--- src/rtl/tone_sequencer_pkg.sv ---
// Shared definitions for the tone sequencer: state encoding, queue-entry field layout
// and the range of note codes that map to audible semitones.
package tone_sequencer_pkg;

    typedef enum logic [1:0] {
        IDLE = 2'd0,
        PLAY = 2'd1,
        GAP  = 2'd2
    } seq_state_e;

    localparam int ENTRY_W  = 16;
    localparam int NOTE_MSB = 15;
    localparam int NOTE_LSB = 12;
    localparam int DUR_MSB  = 11;
    localparam int DUR_LSB  = 0;
    localparam int DUR_W    = DUR_MSB - DUR_LSB + 1;
    localparam int NOTE_MIN = 1;
    localparam int NOTE_MAX = 13;

    // Codes outside NOTE_MIN..NOTE_MAX are rests and drive the beeper silent.
    function automatic logic [7:0] note_to_mode(input logic [3:0] note);
        if (int'(note) >= NOTE_MIN && int'(note) <= NOTE_MAX) begin
            return {4'h0, note};
        end
        return 8'h00;
    endfunction

endpackage

--- src/rtl/tone_fifo.sv ---
// Parametric synchronous FIFO for queued note entries. A push into a full queue is
// dropped even if a pop happens on the same edge; clr empties the queue.
module tone_fifo
    import tone_sequencer_pkg::*;
#(
    parameter int DEPTH = 8,
    parameter int WIDTH = ENTRY_W,
    localparam int AW = $clog2(DEPTH),
    localparam int LW = AW + 1
) (
    input  logic             clk,
    input  logic             reset_,
    input  logic             clr_i,
    input  logic             push_i,
    input  logic             pop_i,
    input  logic [WIDTH-1:0] wdata_i,
    output logic [WIDTH-1:0] rdata_o,
    output logic [LW-1:0]    level_o,
    output logic             full_o,
    output logic             empty_o
);

    logic [WIDTH-1:0] mem_q [DEPTH];
    logic [AW-1:0]    wr_ptr_q, wr_ptr_d;
    logic [AW-1:0]    rd_ptr_q, rd_ptr_d;
    logic [LW-1:0]    count_q, count_d;
    logic             push_ok;
    logic             pop_ok;

    assign full_o  = (count_q == LW'(DEPTH));
    assign empty_o = (count_q == '0);
    assign level_o = count_q;
    assign rdata_o = mem_q[rd_ptr_q];

    assign push_ok = push_i && !full_o && !clr_i;
    assign pop_ok  = pop_i && !empty_o && !clr_i;

    always_comb begin
        wr_ptr_d = wr_ptr_q;
        rd_ptr_d = rd_ptr_q;
        count_d  = count_q;
        if (clr_i) begin
            wr_ptr_d = '0;
            rd_ptr_d = '0;
            count_d  = '0;
        end else begin
            if (push_ok) wr_ptr_d = wr_ptr_q + AW'(1);
            if (pop_ok)  rd_ptr_d = rd_ptr_q + AW'(1);
            case ({push_ok, pop_ok})
                2'b10:   count_d = count_q + LW'(1);
                2'b01:   count_d = count_q - LW'(1);
                default: count_d = count_q;
            endcase
        end
    end

    // Storage carries no reset: stale contents are unreachable once the pointers clear.
    always_ff @(posedge clk) begin
        if (push_ok) mem_q[wr_ptr_q] <= wdata_i;
    end

    always_ff @(posedge clk or negedge reset_) begin
        if (!reset_) begin
            wr_ptr_q <= '0;
            rd_ptr_q <= '0;
            count_q  <= '0;
        end else begin
            wr_ptr_q <= wr_ptr_d;
            rd_ptr_q <= rd_ptr_d;
            count_q  <= count_d;
        end
    end

endmodule

--- src/rtl/tone_sequencer.sv ---
// Plays queued {note, duration_ms} entries to a beep generator, one note at a time.
// Define TONESEQ_GAP_EN to insert a 1 ms silent articulation gap after every note.
module tone_sequencer
    import tone_sequencer_pkg::*;
#(
    parameter int DEPTH    = 8,
    parameter int TICK_DIV = 62500
) (
    input  logic        clk,
    input  logic        reset_,
    input  logic        wr,
    input  logic [15:0] wdata,
    input  logic        clr,
    output logic [7:0]  mode,
    output logic [31:0] status,
    output logic        busy
);

    localparam int AW = $clog2(DEPTH);
    localparam int LW = AW + 1;
    localparam int PW = (TICK_DIV > 1) ? $clog2(TICK_DIV) : 1;
    localparam logic [PW-1:0] PRESC_LAST = PW'(TICK_DIV - 1);

    logic [ENTRY_W-1:0] head;
    logic [LW-1:0]      level;
    logic               full;
    logic               empty;
    logic               pop;
    logic [3:0]         level_sat;
    logic [3:0]         head_note;
    logic [DUR_W-1:0]   head_dur;
    logic               tick_wrap;
    logic               start_next;

    seq_state_e       state_q, state_d;
    logic [7:0]       mode_q, mode_d;
    logic [DUR_W-1:0] dur_q, dur_d;
    logic [PW-1:0]    presc_q, presc_d;
    logic             ovf_q, ovf_d;

    tone_fifo #(
        .DEPTH (DEPTH),
        .WIDTH (ENTRY_W)
    ) u_fifo (
        .clk     (clk),
        .reset_  (reset_),
        .clr_i   (clr),
        .push_i  (wr),
        .pop_i   (pop),
        .wdata_i (wdata),
        .rdata_o (head),
        .level_o (level),
        .full_o  (full),
        .empty_o (empty)
    );

    assign head_note = head[NOTE_MSB:NOTE_LSB];
    assign head_dur  = head[DUR_MSB:DUR_LSB];
    assign tick_wrap = (presc_q == PRESC_LAST);

    always_comb begin
        state_d    = state_q;
        mode_d     = mode_q;
        dur_d      = dur_q;
        presc_d    = presc_q;
        ovf_d      = ovf_q;
        pop        = 1'b0;
        start_next = 1'b0;
        if (clr) begin
            state_d = IDLE;
            mode_d  = 8'h00;
            dur_d   = '0;
            presc_d = '0;
            ovf_d   = 1'b0;
        end else begin
            ovf_d = ovf_q | (wr & full);
            case (state_q)
                IDLE: begin
                    start_next = !empty;
                end
                PLAY: begin
                    if (tick_wrap) begin
                        presc_d = '0;
                        dur_d   = dur_q - DUR_W'(1);
                        if (dur_q <= DUR_W'(1)) begin
                            mode_d  = 8'h00;
`ifdef TONESEQ_GAP_EN
                            state_d = GAP;
`else
                            state_d    = IDLE;
                            start_next = !empty;
`endif
                        end
                    end else begin
                        presc_d = presc_q + PW'(1);
                    end
                end
`ifdef TONESEQ_GAP_EN
                GAP: begin
                    if (tick_wrap) begin
                        presc_d    = '0;
                        state_d    = IDLE;
                        start_next = !empty;
                    end else begin
                        presc_d = presc_q + PW'(1);
                    end
                end
`endif
                default: begin
                    state_d = IDLE;
                    mode_d  = 8'h00;
                end
            endcase

            // Zero-duration entries are consumed here without touching mode.
            if (start_next) begin
                pop = 1'b1;
                if (head_dur != '0) begin
                    state_d = PLAY;
                    mode_d  = note_to_mode(head_note);
                    dur_d   = head_dur;
                    presc_d = '0;
                end
            end
        end
    end

    always_ff @(posedge clk or negedge reset_) begin
        if (!reset_) begin
            state_q <= IDLE;
            mode_q  <= 8'h00;
            dur_q   <= '0;
            presc_q <= '0;
            ovf_q   <= 1'b0;
        end else begin
            state_q <= state_d;
            mode_q  <= mode_d;
            dur_q   <= dur_d;
            presc_q <= presc_d;
            ovf_q   <= ovf_d;
        end
    end

    always_comb begin
        if (32'(level) > 32'd15) level_sat = 4'hF;
        else                     level_sat = 4'(level);
    end

    assign mode   = mode_q;
    assign busy   = (state_q != IDLE);
    assign status = {24'h0, ovf_q, busy, full, empty, level_sat};

endmodule

--- config.mk ---
export PLATFORM = sky130hd
export DESIGN_NAME = tone_sequencer
export DESIGN_NICKNAME = d
export VERILOG_FILES = /design/src/rtl/tone_sequencer_pkg.sv /design/src/rtl/tone_fifo.sv /design/src/rtl/tone_sequencer.sv
export SDC_FILE = /design/constraint.sdc
export NUM_CORES = 1
export LEC_CHECK = 0
export BUFFER_PORTS_ARGS = -buffer_cell sky130_fd_sc_hd__buf_2
export CORE_ASPECT_RATIO = 0.9
export CORE_MARGIN = 3
export CORE_UTILIZATION = 45
export CTS_CLUSTER_SIZE = 16
export DETAILED_ROUTE_END_ITERATION = 6
export PLACE_DENSITY = 0.65
export SYNTH_ARGS = -nofsm -noshare
export SYNTH_HDL_FRONTEND = slang
export SYNTH_SLANG_ARGS = --single-unit
--- constraint.sdc ---
create_clock -name clk -period 3.7 [get_ports clk]
set_input_delay 0.185 -clock clk [delete_from_list [all_inputs] [get_ports clk]]
set_output_delay 0.185 -clock clk [all_outputs]
set_load 0.01 [all_outputs]
==> impl_metrics.toml, run 1 <==
[global_route]
grt_start_max_net_pins = 50
first_global_vias = 4494
overflow = 0
grt_antenna_before_repair = 1
track_usage_pct = 16.4
grt_pass1_wl_um = 24600

[routing]
drc = 0
dr_total_vias = 4260
vias_per_cell = 5.29
wl_um = 15000
drtIter0Drc = 270
firstDrtPassIters = 4
drtAntennaViolNets = 0
routedWlPerCell_um = 18.6

[pwr]
power_mw = 5.48
power.density_nw_per_um2 = 616
p_leak_nw = 3.25
peakVddDrop_v = 0.000538

[logic_synthesis]
synth_largest_area_cell = "edfxtp_1"
synth_cell_types = 56
synth_area_leaders = "edfxtp_1 49%, dfrtp_1 15%, mux4_2 6.0%, mux4_1 3.6%, buf_4 2.7%"
ys_warn_count = 0
syn_inst = 512
syn-cell-area_um2 = 7920
yosys.area.top_type_share_pct = 48.5
synth-seq-cells = 177
seq_area_frac_synth_pct = 64.0
avgSynthCellArea_um2 = 15.5

[layout]
nNetsFinal = 585
diodes = 0
drive_above_1_share_pct = 23.8
instances_no_fill = 806
final_area_um2 = 8900
seqCellArea_um2 = 5070
fin_util_pct = 52.2
area_growth_pct = 12.3
multi_input_area_um2 = 2560
fillers = 1409

[sta]
slew_headroom_pct = 27.0
clock-skew-final_ns = 0.0108
finalSetupViolCount = 0
hold_ws_ns = 0.0236
tightest_slew_ns = 1.09
rsz0062_at_grt = "false"
max_freq_ghz = 0.288
period_share_pct = 93.9
hold_viol_final = 0
period_needed_ns = 3.47
drv_slew = 0
final.setup.worst_slack_ns = 0.225
setup_tns_ns = 0

[floorplanning]
io_pins = 61
fp.dieH_um = 132
initial_core_util_pct = 46.4
fp.dieArea_um2 = 19200
die_w_um = 146
rows = 45
core_area_um2 = 17100

[run_status]
outcome = "finished, final reports clean"

[worst_setup_path]
rrSetupSlack_ns = 0.23
crit_type = "reg2reg"
critPathArrivalTime_ns = 3.78
cp_max_fo = 7
cp-end-kind = "register"
worstPathRequired_ns = 4.01
start_kind = "register"

[clock_network]
clock_path_buffers = 2
cts_resized = 0
clockRootBuffer = "clkbuf_16"
post-cts-setup-buffer-count = 0
clock-sinks = 177
htreeDepth = 4
cts_tree = "built"
clk_pin_slew_worst_paths_ns = 0.07
insertion_delay_ns = 0.42
numCtsBuffers = 17

[place]
gp_congestion = 0.826
io_buffers = 36
post_dp_cell_area_um2 = 8270
place_inst = 773
place_hpwl_um = 9490
dpl_worst_slack_ns = 0.221

[flow_run]
maxCapViolations = 0

[hold_path]
min_path_type = "in2reg"
synth_stat cells, drive strengths merged:
master	count
and4	2
nor2b	3
xor2	15
o211ai	1
conb	1
or2	5
o41a	1
nor3	6
or4	3
a2111oi	1
mux2i	15
nor2	47
and2	3
a211o	1
nor4b	2
a311oi	2
o21ai	5
a21oi	7
nand3b	2
a211oi	12
or4bb	1
a31oi	3
o311ai	1
dfrtp	49
or3	2
nor4	9
nand4	6
xnor2	17
mux4	32
nand3	6
or4b	4
nor3b	10
a21o	2
mux2	5
nand2b	7
inv	5
and3	9
edfxtp	128
buf	38
ha	7
a31o	3
nand2	19
clkbuf	15
worst paths after layout:
check | start | cells past startpoint | to
worst min-delay path | wdata[1] | 1 | u_fifo.mem_q[7][1]$_DFFE_PP_
max in group asynchronous | reset_ | 2 | u_fifo.rd_ptr_q[0]$_DFFE_PN0P_
worst max register to register | presc_q[0]$_DFF_PN0_ | 11 | u_fifo.level_o[3]$_DFFE_PN0P_
min in group asynchronous | reset_ | 2 | presc_q[13]$_DFF_PN0_
worst max-delay path | presc_q[0]$_DFF_PN0_ | 11 | u_fifo.level_o[3]$_DFFE_PN0P_
worst min register to register | ovf_q$_DFF_PN0_ | 2 | ovf_q$_DFF_PN0_
sequential cells by signal, indices dropped and copies added, names as in the netlist:
signal	flops
u_fifo.wr_ptr_q	3
presc_q	16
u_fifo.mem_q	128
u_fifo.rd_ptr_q	3
u_fifo.level_o	4
mode	8
dur_q	12
state_q	2
ovf_q	1
cells in the final DEF (no fill, tap or decap), types with 5 or more instances in the layout:
cell type,instances
a21oi_1,7
a211oi_1,11
or2_2,5
mux2i_1,15
nand4_1,5
nor4_1,6
buf_2,36
mux2_2,5
clkbuf_16,17
nor3b_1,10
ha_1,7
and3_1,9
buf_4,19
dfrtp_1,48
inv_1,5
nor2_1,46
xor2_1,15
conb_1,25
nand3_1,6
nand2_1,19
mux4_2,21
mux4_1,11
edfxtp_1,128
nand2b_1,7
inv_6,5
xnor2_1,17
per-layer routing:
metal,up-vias,part of all wire [%],wire [um],GRT usage [%]
met5,-,0.087,13,0
met4,2,1.2,182,4.69
met3,16,4.4,653,4.54
met2,81,49,7360,26.6
met1,2171,45,6800,21.9
li1,1990,-,-,-
cells by family (layout without fill, tap and decap cells):
kind of cell | Yosys count | after routing | share of synthesized area, %
flops | 177 | 177 | 64.0
simple gates | 146 | 146 | 10.5
buf+inv | 58 | 93 | 4.90
mux | 52 | 52 | 12.2
compound gates | 39 | 39 | 3.65
xor+xnor | 32 | 32 | 3.54
fa+ha+maj | 7 | 7 | 1.11
other cells | 1 | 25 | 0.0473
final cells by class:
cell class              instances  area share, %
clock buffers                  17           4.78
clock inverters                15           2.14
inverters                       5          0.211
multi-input cells             301           28.8
flip-flops and latches        177           57.0
well taps                     235           3.30
repair buffers                 56           3.74
power by group:
| part | switching, mW | internal (mW) |
|---|---|---|
| Sequential | 0.112 | 2.25 |
| Clock | 0.812 | 1.03 |
| Combinational | 0.701 | 0.581 |
timing repair:
item | 4_1_cts | 5_1_grt
hold buffers | 1 | 0
endpoints found under the setup margin | 0 | 0
endpoints found under the hold margin | 42 | 0
worst max-delay path, stage by stage (launching register included):
cell,delay [ns]
dfrtp_1,0.38
ha_1,0.19
or4b_4,0.48
nor4_4,0.32
a31oi_1,0.20
or2_2,0.37
nor3_2,0.18
ha_1,0.33
o21ai_0,0.10
nand2b_1,0.09
a311oi_1,0.34
mux2_2,0.38
No activity file was read; power rests on OpenSTA's default activity.
==> run 2: changes to the inputs <==
PLACE_DENSITY = 0.67   (was 0.65)
SLEW_MARGIN = 40   (was unset)
TNS_END_PERCENT = 100   (was unset)
==> impl_metrics.toml, run 2 (same netlist as run 1, synthesis figures left out) <==
[run_status]
outcome = "finished, final reports clean"

[layout]
layout_common_cells = "128 x edfxtp_1, 48 x dfrtp_1, 46 x nor2_1"
nNetsFinal = 586
regMostFlops = "u_fifo.mem_q"
drive_above_1_share_pct = 23.4
largestRegisters = "u_fifo.mem_q (128), presc_q (16), dur_q (12)"
largest_reg_flops = 128
mostFrequentLayoutCell = "edfxtp_1"
instances_no_fill = 807
diodes = 0
fin_util_pct = 52.0
area_growth_pct = 12.0

[clock_network]
cts_tree = "built"
clock_path_buffers = 2
insertion_delay_ns = 0.43
htreeDepth = 4
cts_resized = 0
cts_hold_buf = 1
clockRootBuffer = "clkbuf_16"
clk_pin_slew_worst_paths_ns = 0.07
post-cts-setup-buffer-count = 0
clock-sinks = 177
numCtsBuffers = 17

[place]
gp_congestion = 0.833
dpl_worst_slack_ns = 0.259
place_hpwl_um = 9480
io_buffers = 36
place_inst = 774

[sta]
final.setup.worst_slack_ns = 0.236
clock-skew-final_ns = 0.00854
hold_viol_final = 0
slew_headroom_pct = 46.2
drv_slew = 0
period_share_pct = 93.6
rsz0062_at_grt = "false"
tightest_slew_ns = 0.807
setup_tns_ns = 0
finalSetupViolCount = 0
max_freq_ghz = 0.289
period_needed_ns = 3.46

[floorplanning]
die_w_um = 146
fp.dieArea_um2 = 19200
rows = 45
core_area_um2 = 17100
io_pins = 61
fp.dieH_um = 132
initial_core_util_pct = 46.4

[routing]
firstDrtPassIters = 5
drtIter0Drc = 272
drtAntennaViolNets = 0
dr_total_vias = 4313
vias_per_cell = 5.34
drc = 0
routedWlPerCell_um = 18.7
wl_um = 15100

[worst_setup_path]
crit_type = "reg2reg"
critPathArrivalTime_ns = 3.78
worstPathRequired_ns = 4.02
cp-end-kind = "register"
start_kind = "register"
cp_max_fo = 7

[pwr]
power_switching_mw = 1.58
clkPwrFrac_pct = 31.9
peakVddDrop_v = 0.000421
p_leak_nw = 3.24
power.internal_mw = 3.78
combPwrFrac_pct = 23.7
seq_power_share_pct = 44.4
switching_share_pct = 29.5
power.density_nw_per_um2 = 605

[global_route]
first_global_vias = 4465
grt_antenna_before_repair = 0
grt_pass1_wl_um = 24400
overflow = 0
grt_start_max_net_pins = 50
track_usage_pct = 16.5

[hold_path]
min_path_type = "in2reg"

[flow_run]
maxCapViolations = 0
==> run 2: cell count changes in the layout (fill, tap and decap cells not counted) <==
cell and change:
clkinv_4 +3, inv_6 -3, clkbuf_1 +2, clkinv_1 +2, a211oi_1 -1, a211oi_2 +1, buf_12 +1, bufinv_16 -1
clkinv_8 -1, clkinvlp_4 -1, inv_8 -1
==> run 2: power by group through the flow <==
stage / logic, mW / registers (mW) / clock network (mW)
after detailed placement: 1.27 / 2.43 / 0
after global placement: 1.25 / 2.41 / 0
after CTS: 1.28 / 2.39 / 1.75
after global routing: 1.40 / 2.40 / 1.83
final: 1.27 / 2.38 / 1.71
after floorplan: 1.04 / 2.38 / 0
==> run 2: final timing paths <==
| check | startpoint | endpoint | slack (ns) | cells after the start |
|---|---|---|---|---|
| max in group asynchronous | reset_ | u_fifo.rd_ptr_q[0]$_DFFE_PN0P_ | 2.83 | 3 |
| worst max-delay path | presc_q[0]$_DFF_PN0_ | u_fifo.level_o[3]$_DFFE_PN0P_ | 0.24 | 11 |
| worst max register to register | presc_q[0]$_DFF_PN0_ | u_fifo.level_o[3]$_DFFE_PN0P_ | 0.24 | 11 |
| worst min-delay path | wdata[12] | u_fifo.mem_q[5][12]$_DFFE_PP_ | 0.02 | 1 |
| worst min register to register | ovf_q$_DFF_PN0_ | ovf_q$_DFF_PN0_ | 0.49 | 2 |
| min in group asynchronous | reset_ | presc_q[9]$_DFF_PN0_ | 0.39 | 3 |
==> run 2: per-stage QoR <==
step	power (mW)	hold slack [ns]	instance area (um2)
after detailed placement	3.70	0.340	8300
after floorplan	3.43	-0.111	8010
after global placement	3.66	0.324	8290
after global routing	5.64	0.0100	8870
after CTS	5.41	0.00705	8870
final	5.37	0.0198	8870
==> run 2: area by class of cell <==
cell class | instances | area, um2
inverter | 5 | 18.8
timing repair buffer | 57 | 353
tap | 235 | 294
fill | 1394 | 8190
clock buffer | 19 | 433
clock inverter | 13 | 133
sequential | 177 | 5070
multi-input combinational | 301 | 2570
==> run 2: critical path, cell delays in order, from the launching register on <==
cell and delay [ns]:
dfrtp_1 0.38, ha_1 0.20, or4b_4 0.49, nor4_4 0.31, a31oi_1 0.20, or2_2 0.37, nor3_2 0.20, ha_1 0.35
o21ai_0 0.12, nand2b_1 0.08, a311oi_1 0.29, mux2_2 0.36
==> run 2: metal layers <==
metal,vias up,routed length [um],GRT usage (%)
met5,-,0,0
met4,0,260,5.59
met3,18,613,3.99
met2,99,7100,25.6
met1,2197,7080,22.9
li1,1999,-,-
==> run 3: changes to the inputs <==
REMOVE_ABC_BUFFERS = 1   (was unset)
==> impl_metrics.toml, run 3 (same netlist as run 1, synthesis figures left out) <==
[routing]
drc = 0
drtAntennaViolNets = 0
dr_total_vias = 4361
vias_per_cell = 5.38
routedWlPerCell_um = 18.7
firstDrtPassIters = 4
drtIter0Drc = 304
wl_um = 15200

[layout]
drive_above_1_share_pct = 23.7
largestRegisters = "u_fifo.mem_q (128), presc_q (16), dur_q (12)"
mostFrequentLayoutCell = "edfxtp_1"
nNetsFinal = 589
area_growth_pct = 13.0
layout_common_cells = "128 x edfxtp_1, 48 x dfrtp_1, 46 x nor2_1"
final_area_um2 = 8950
regMostFlops = "u_fifo.mem_q"
instances_no_fill = 810
diodes = 0
largest_reg_flops = 128

[pwr]
p_leak_nw = 3.27
power_mw = 5.50
peakVddDrop_v = 0.000422
power.density_nw_per_um2 = 614

[sta]
period_needed_ns = 3.37
tightest_slew_ns = 0.699
rsz0062_at_grt = "false"
slew_headroom_pct = 53.3
finalSetupViolCount = 0
period_share_pct = 91.0
hold_viol_final = 0
drv_slew = 0
clock-skew-final_ns = 0.0110
max_freq_ghz = 0.297

[place]
place_inst = 773
gp_congestion = 0.833
place_hpwl_um = 9490
post_dp_cell_area_um2 = 8280
io_buffers = 36

[global_route]
grt_start_max_net_pins = 50
overflow = 0
grt_antenna_before_repair = 0
grt_pass1_wl_um = 24400
first_global_vias = 4439
track_usage_pct = 16.5

[clock_network]
cts_hold_buf = 5
insertion_delay_ns = 0.44
clockRootBuffer = "clkbuf_16"
clk_pin_slew_worst_paths_ns = 0.07
clock_path_buffers = 2
htreeDepth = 4
post-cts-setup-buffer-count = 0
cts_resized = 0
clock-sinks = 177
cts_tree = "built"
numCtsBuffers = 17

[flow_run]
maxCapViolations = 0

[worst_setup_path]
cp-end-kind = "register"
critPathArrivalTime_ns = 3.69
start_kind = "register"
cp_max_fo = 7
worstPathRequired_ns = 4.03
crit_type = "reg2reg"

[floorplanning]
io_pins = 61
rows = 45
fp.dieH_um = 132
die_w_um = 146
core_area_um2 = 17100
fp.dieArea_um2 = 19200
initial_core_util_pct = 46.4

[run_status]
outcome = "finished, final reports clean"

[hold_path]
min_path_type = "in2reg"
[run 3: changes by cell type in the layout (fill, tap and decap cells not counted), sizes merged]
cell,delta
bufinv,+1
dlygate4sd3,+4
buf,-1
clkinv,-2
inv,+3
clkbuf,-2
[run 3: routing by layer]
metal | up-vias | track usage (%) | wire length [um]
li1 | 2006 | - | -
met1 | 2203 | 22.1 | 6900
met2 | 127 | 26.3 | 7150
met3 | 25 | 3.64 | 830
met4 | 0 | 6.80 | 297
met5 | - | 0 | 0
[run 3: final timing paths]
| kind | startpoint | end | slack (ns) | depth (start not counted) |
|---|---|---|---|---|
| setup / recovery | presc_q[0]$_DFF_PN0_ | u_fifo.level_o[3]$_DFFE_PN0P_ | 0.33 | 11 |
| setup reg to reg | presc_q[0]$_DFF_PN0_ | u_fifo.level_o[3]$_DFFE_PN0P_ | 0.33 | 11 |
| hold reg to reg | mode[7]$_DFF_PN0_ | mode[7]$_DFF_PN0_ | 0.51 | 1 |
| max in group asynchronous | reset_ | u_fifo.rd_ptr_q[0]$_DFFE_PN0P_ | 2.94 | 2 |
| hold / removal | wdata[6] | u_fifo.mem_q[4][6]$_DFFE_PP_ | 0.01 | 1 |
| min in group asynchronous | reset_ | mode[7]$_DFF_PN0_ | 0.30 | 2 |
[run 3: where the power goes]
| part | switching, mW | internal (mW) |
|---|---|---|
| clock network | 0.818 | 1.03 |
| logic | 0.671 | 0.586 |
| registers | 0.145 | 2.25 |
[run 3: cell type report]
type / count / area (um2)
Clock inverter: 15 / 195
Sequential cell: 177 / 5070
Timing Repair Buffer: 60 / 375
Multi-Input combinational cell: 301 / 2570
Fill cell: 1397 / 8110
Clock buffer: 17 / 425
Inverter: 5 / 18.8
Tap cell: 235 / 294
[run 3: critical path, stage by stage (launching register included)]
cell,delay (ns)
dfrtp_1,0.38
ha_1,0.19
or4b_4,0.48
nor4_4,0.30
a31oi_1,0.20
or2_2,0.37
nor3_2,0.16
ha_1,0.26
a31oi_1,0.13
o41a_1,0.14
a311oi_1,0.27
mux2_2,0.36
[run 3: per-stage QoR]
| stage | setup TNS (ns) | hold WS [ns] | setup WS [ns] | utilization, % |
|---|---|---|---|---|
| finish | 0 | 0.0107 | 0.333 | 52.5 |
| global route | 0 | 0.0149 | 0.0457 | 52.5 |
| CTS | 0 | 0.00172 | 0.324 | 52.5 |
| detailed placement | 0 | 0.251 | 0.337 | 48.5 |
| global placement | 0 | 0.442 | 0.382 | 48.5 |
| floorplan | -3.89 | -0.111 | -0.216 | - |
